`src/rtl/apb_timer_irq_ctrl.sv`:
```
// Interrupt/event stage behind the APB timer counters: edge detect, per-channel coalescing,
// pending/mask/clear and event pulses. Define APB_TIMER_IRQ_MISS_CNT_EN for missed-event counters.
module apb_timer_irq_ctrl #(
    parameter int N_CH = 2,
    parameter int CW   = 8,
    parameter int MW   = 8
) (
    input  logic                 clk_i,
    input  logic                 rst_i,
    input  logic [N_CH-1:0]      target_reached_i,
    input  logic [N_CH-1:0]      ch_en_i,
    input  logic [N_CH-1:0]      irq_mask_i,
    input  logic [N_CH*CW-1:0]   coal_thr_i,
    input  logic [N_CH-1:0]      irq_clr_i,
    input  logic [N_CH-1:0]      miss_clr_i,
    output logic [N_CH-1:0]      pending_o,
    output logic [N_CH-1:0]      irq_o,
    output logic                 irq_any_o,
    output logic [N_CH-1:0]      event_o,
    output logic [N_CH*MW-1:0]   miss_cnt_o
);

    typedef enum logic {
        ST_IDLE    = 1'b0,
        ST_PENDING = 1'b1
    } state_t;

    logic [N_CH-1:0] r_trQ;
    logic [N_CH-1:0] r_event;
    logic [N_CH-1:0] w_rise;
    logic [N_CH-1:0] w_trig;
    logic [N_CH-1:0] w_pending;

    // The edge register keeps tracking the input even while a channel is disabled,
    // so re-enabling with the input already high does not fake an edge.
    always_ff @(posedge clk_i) begin
        if (rst_i) begin
            r_trQ   <= '0;
            r_event <= '0;
        end else begin
            r_trQ   <= target_reached_i;
            r_event <= w_trig;
        end
    end

    assign w_rise = target_reached_i & ~r_trQ;

    for (genvar c = 0; c < N_CH; c++) begin : g_ch
        logic [CW-1:0] r_cnt;
        logic [CW:0]   w_thrEff;
        logic [CW:0]   w_cntInc;
        state_t        r_state;
        state_t        w_stateNext;

        // One extra bit so cnt+1 never wraps; a zero threshold means "every edge".
        assign w_thrEff  = (coal_thr_i[c*CW +: CW] == '0) ? (CW+1)'(1) : {1'b0, coal_thr_i[c*CW +: CW]};
        assign w_cntInc  = {1'b0, r_cnt} + (CW+1)'(1);
        assign w_trig[c] = ch_en_i[c] & w_rise[c] & (w_cntInc >= w_thrEff);

        always_ff @(posedge clk_i) begin
            if (rst_i || !ch_en_i[c]) begin
                r_cnt <= '0;
            end else if (w_rise[c]) begin
                r_cnt <= w_trig[c] ? '0 : w_cntInc[CW-1:0];
            end
        end

        always_ff @(posedge clk_i) begin
            if (rst_i) begin
                r_state <= ST_IDLE;
            end else begin
                r_state <= w_stateNext;
            end
        end

        // A trigger always wins over a coincident clear.
        always_comb begin
            w_stateNext = r_state;
            case (r_state)
                ST_IDLE:    if (w_trig[c]) w_stateNext = ST_PENDING;
                ST_PENDING: if (irq_clr_i[c] && !w_trig[c]) w_stateNext = ST_IDLE;
                default:    w_stateNext = ST_IDLE;
            endcase
        end

        assign w_pending[c] = (r_state == ST_PENDING);

`ifdef APB_TIMER_IRQ_MISS_CNT_EN
        logic [MW-1:0] r_missCnt;
        logic          w_missInc;

        assign w_missInc = w_trig[c] & (r_state == ST_PENDING) & ~irq_clr_i[c];

        always_ff @(posedge clk_i) begin
            if (rst_i || miss_clr_i[c]) begin
                r_missCnt <= '0;
            end else if (w_missInc && (r_missCnt != '1)) begin
                r_missCnt <= r_missCnt + MW'(1);
            end
        end

        assign miss_cnt_o[c*MW +: MW] = r_missCnt;
`else
        assign miss_cnt_o[c*MW +: MW] = '0;
`endif
    end

`ifndef APB_TIMER_IRQ_MISS_CNT_EN
    logic w_unused_missClr;
    assign w_unused_missClr = ^miss_clr_i;
`endif

    assign pending_o = w_pending;
    assign irq_o     = w_pending & irq_mask_i;
    assign irq_any_o = |irq_o;
    assign event_o   = r_event;

endmodule

```
`config.mk`:
```
export PLATFORM = sky130hd
export DESIGN_NAME = apb_timer_irq_ctrl
export DESIGN_NICKNAME = d
export VERILOG_FILES = /design/src/rtl/apb_timer_irq_ctrl.sv
export SDC_FILE = /design/constraint.sdc
export NUM_CORES = 1
export LEC_CHECK = 0
export ABC_CLOCK_PERIOD_IN_PS = 2850
export CORE_ASPECT_RATIO = 1.5
export CORE_MARGIN = 2
export CORE_UTILIZATION = 42
export CTS_CLUSTER_SIZE = 24
export DETAILED_ROUTE_END_ITERATION = 16
export PLACE_DENSITY = 0.86
export SLEW_MARGIN = 10
export SYNTH_ARGS = -nofsm -noshare
export SYNTH_HDL_FRONTEND = slang
export SYNTH_SLANG_ARGS = --single-unit
export TNS_END_PERCENT = 5
```
`constraint.sdc`:
```
create_clock -name clk_i -period 2.85 [get_ports clk_i]
set_clock_uncertainty 0.2 [all_clocks]
set_input_delay 0.4275 -clock clk_i [delete_from_list [all_inputs] [get_ports clk_i]]
set_output_delay 0.4275 -clock clk_i [all_outputs]
set_load 0.1 [all_outputs]
```
---- Word level (Yosys, flattened, before mapping) ----
Index checks and enable logic that the tools add are counted.
storage, ports and cells
  register bits after elaboration ......... 22
  bits in latches ......................... 0
  bits in writable memories ............... 0
  bits in read-only memories .............. 0
  output and inout port bits .............. 23
  logic and storage cells ................. 40
  memories kept ........................... 0
operators by class
  $add $sub $neg .......................... 2
  multipliers ............................. 0
  divide/modulo/power cells ............... 0
  $lt $le $gt $ge ......................... 2
  equality and inequality tests ........... 0
  shift-type cells ........................ 0
  multiplexer cells ....................... 10
  bitwise logic cells ..................... 9
  reduce and logical (&&, ||, !) cells .... 11
operators with widths
  cell                 count
  $mux 8               4
  $add 8x1->9 const B  2
  $ge 9x8->1           2
  $logic_not 8->1      2
  $and 1x1->1          4
  $and 2x2->2          2
  $logic_not 1->1      4
  $mux 1               4
  $pmux 1 s2           2
  $logic_and 1x1->1    2
  $logic_or 1x1->1     2
  $not 1->1            2
  $not 2->2            1
  $reduce_or 2->1      1

---- Logic depth before layout (Yosys ltp) ----
  depth after elaboration ................. 8
  depth in mapped cells ................... 10
  depth with buffers taken out ............ 10

---- Least setup slack after synthesis ----
OpenSTA, ideal clock, no wires.
  path type ............................... register to register
  from .................................... reg g_ch[1].r_cnt[0]
  to ...................................... reg g_ch[1].r_state
  setup time .............................. 0.123 ns
  data arrival time ....................... 2.367 ns
  data required time ...................... 2.527 ns
  setup slack ............................. 0.159 ns
  stages on the path, launching flop included .. 11
  buffers on the path ..................... 0
  clock period less this slack ............ 2.691 ns
  path through ............................ dfxtp_1 -> ha_1 -> nand3_1 -> nor2_1 -> xor2_1 -> ha_1 -> a21o_1 -> a221oi_2 -> o21ai_2 -> o21ba_2 -> or2_2
on the way
  longest elaborated chain between the ends .. 7
  elaborated cells on any way between the ends .. 8
  those cells by class .................... add/sub (1); order compare (1); mux (3); bitwise (1); reduce/logical (2)
ends and longest elaborated chain
  element                   line  source
  start: declaration        49    logic [CW-1:0] r_cnt;
  start signal: assignment  64    r_cnt <= w_trig[c] ? '0 : w_cntInc[CW-1:0];
  $add 8x1->9 *             57    assign w_cntInc = {1'b0, r_cnt} + (CW+1)'(1);
  $ge 9x8->1 *              58    assign w_trig[c] = ch_en_i[c] & w_rise[c] & (w_cntInc >= w_thrEff);
  $and 1x1->1 *             58
  $logic_not 1->1           81    ST_PENDING: if (irq_clr_i[c] && !w_trig[c]) w_stateNext = ST_IDLE;
  $logic_and 1x1->1         81
  $mux 1                    81
  $pmux 1 s2 *              79    case (r_state)
  end signal: assignment    72    r_state <= w_stateNext;
  end: declaration          52    state_t r_state;
Every way passes the cells marked *; elsewhere a longest branch is shown, timed or not.
A chain may end at the register's enable or synchronous reset.

---- Worst setup path after layout ----
  from .................................... reg g_ch[0].r_cnt[1]
  to ...................................... reg g_ch[0].r_cnt[4]
on the way
  longest elaborated chain between the ends .. 4
ends and longest elaborated chain
  element                   line
  start: declaration        49
  start signal: assignment  64
  $add 8x1->9 *             57
  $ge 9x8->1                58
  $and 1x1->1               58
  $mux 8 *                  64
Marks and branches as above.

==> flow_summary.ini <==
[outcome]
outcome = completed

[global_routing]
grt_pass1_vias = 1404
antenna_found_initial = 0
grt_pass1_wl_um = 5202
grt_max_degree = 14
grt_use_total_pct = 15.63
globalRoute.totalOverflow = 0

[yosys]
ys_async_sr_fraction_pct = 0
synth-main-ff-cell = dfxtp_1
synthCells = 196
synthesis.area_um2 = 1632
ys_seq_area_share_pct = 26.99
avgSynthCellArea_um2 = 8.324
synth_edf_count = 0
ys_warn_count = 0
ys_seq_elements = 22
yosysUniqueCellTypes = 41

[clock_tree]
clk_latency_ns = 0.26
ctsHoldBuffers = 0
clk_transition_reported_paths_ns = 0.08
cts_root_buffer = clkbuf_8
cts.sinks = 22
cts_tree = yes
cts.htree.levels = 1
cts_buffers = 3
cts.path.max_buffers = 2

[placement]
post-place-ws_ns = -0.2934
portBuffers = 32
routabilityCongestion = 0.8860
place_hpwl_um = 2704

[setup_path]
r2r_setup_slack_ns = 0.11
cp.depth = 10
crit_fanout = 5
critPathBufInv = 0
cpLargestDelayFamily = simple AND/OR/NAND/NOR gates
cp.arrival_ns = 2.72
end_kind = flop
max_stage_delay_ns = 0.43
regToRegEndpoint = g_ch[0].r_cnt[4]$_SDFFE_PP0P_
critPathRequiredTime_ns = 2.84
critPathLaunchType = flop
crit_chain = ha_1, nand3_1, nor2_1, xor2_1, ha_1, a21o_1, a2bb2oi_1, o31ai_2, or3b_4, o221ai_1
reg2reg_depth = 10
crit_start = g_ch[0].r_cnt[1]$_SDFFE_PP0P_
critical_path_class = reg2reg
worstReg2RegStart = g_ch[0].r_cnt[1]$_SDFFE_PP0P_
worstSetupEndpoint = g_ch[0].r_cnt[4]$_SDFFE_PP0P_
cp_slowest_cell = or3b_4
path_common_cell = ha_1

[floorplanning]
die_w_um = 54.89
row_count = 27
coreArea_um2 = 3682
ios = 51
dieArea_um2 = 4410
start_util_pct = 44.31
chipHeight_um = 80.34

[timing]
period_share_pct = 96.05
tightest_slew_ns = 0.5580
finalWorstSetupSlack_ns = 0.1125
finalSetupTns_ns = 0
slew_viol_final = 0
rsz0062_at_grt = true
clock.fmax_mhz = 365.3
finalCriticalPeriod_ns = 2.737
slew_headroom_pct = 62.72
hold_viol = 0
setup-violations-final = 0

[routing]
routed_wl_um = 3243
wl_per_cell_um = 11.34
firstDrtPassIters = 5
antenna_left = 0
num_vias = 1436
drc = 0
drt_iter0_markers = 38
vias_per_cell = 5.021

[finish]
mostFrequentLayoutCells = inv_1, clkdlybuf4s50_1, buf_4
n_antenna_cell = 0
area_delta_synth_final_pct = 30.83
drive_above_1_share_pct = 19.34
nNetsFinal = 290

[power]
peakVddDrop_mv = 0.2990
p_leak_nw = 1.085
p_per_area_nw_per_um2 = 369.6

[flow_run]
maxCapViolCount = 0

[hold_path]
worst_hold_path_type = reg2reg
[registers in the layout, indices dropped and copies added (netlist names)]
signal and count:
r_trQ 2, g_ch.r_cnt 16, g_ch.r_state 2, event_o 2
[logic make-up (layout without fill, tap and decap cells)]
family | after synthesis | in the layout | share of synthesized area, %
flops | 22 | 22 | 26.99
buf+inv | 44 | 76 | 14.49
simple gates | 65 | 65 | 21.55
xor+xnor | 10 | 10 | 5.368
other cells | 1 | 16 | 0.2298
fa+ha+maj | 18 | 18 | 13.80
compound gates | 36 | 36 | 17.56
[stage by stage]
stage               area (µm²)  util [%]  power (mW)  instances  hold WS [ns]
finish                    2135     57.97      0.7890        286        0.2759
CTS                       2097     56.95      0.7877        285        0.2820
detailed placement        2019     54.84      0.5034        281        0.2640
global route              2135     57.97      0.8175        286        0.3075
floorplan                 1688         -      0.4668        211        0.2419
global placement          2019     54.84      0.5010        281        0.2642
[what timing repair did]
action | 4_1_cts | 5_1_grt
buffers inserted | 0 | 1
pin swaps | 0 | 4
endpoints found under the hold margin | 0 | 0
resized for setup | 1 | 9
setup endpoints to repair | 1 | 15
[how the worst min path moves through the flow]
stage          depth (start not counted)                        from                         end
6_report                               1  g_ch[0].r_state$_SDFF_PP0_  g_ch[0].r_state$_SDFF_PP0_
5_1_grt                                1  g_ch[0].r_state$_SDFF_PP0_  g_ch[0].r_state$_SDFF_PP0_
4_1_cts                                1  g_ch[0].r_state$_SDFF_PP0_  g_ch[0].r_state$_SDFF_PP0_
3_5_place_dp                           1  g_ch[0].r_state$_SDFF_PP0_  g_ch[0].r_state$_SDFF_PP0_
3_3_place_gp                           1  g_ch[0].r_state$_SDFF_PP0_  g_ch[0].r_state$_SDFF_PP0_
2_1_floorplan                          1  g_ch[0].r_state$_SDFF_PP0_  g_ch[0].r_state$_SDFF_PP0_
[where the power goes]
group	total (mW)	leakage [nW]	internal [mW]	switching, mW
sequential	0.312	0.180	0.311	0.00188
clock	0.288	0.0357	0.188	0.100
combinational	0.189	0.869	0.0573	0.131
total	0.789	1.08	0.556	0.233
[synthesized netlist by cell type (all sizes together), types with 6 or more instances]
library cell  count  area share (%)
nand3             9             2.8
o21ai             9             4.1
nand2b            7             2.7
ha               18              14
nor2              7             1.6
nand2            16             3.7
a21o              8             3.7
nor2b             6             2.3
dfxtp            22              27
inv              25             5.8
buf              19             8.7
xor2              7             3.8
[metal layers]
layer	part of all wire, %	global-route usage [%]	vias to the layer above
met5	0	0	-
met2	56	30.48	41
met4	2.5	7.561	0
met1	37	15.02	650
li1	-	-	735
met3	3.7	1.487	10
[layout make-up]
cell class / instances / area, µm²
Clock buffer: 3 / 41.29
Clock inverter: 1 / 30.03
Fill cell: 326 / 1548
Inverter: 25 / 93.84
Multi-Input combinational cell: 145 / 1042
Sequential cell: 22 / 445.4
Tap cell: 43 / 53.80
Timing Repair Buffer: 47 / 427.9
Power figures use the tool's default switching activity.
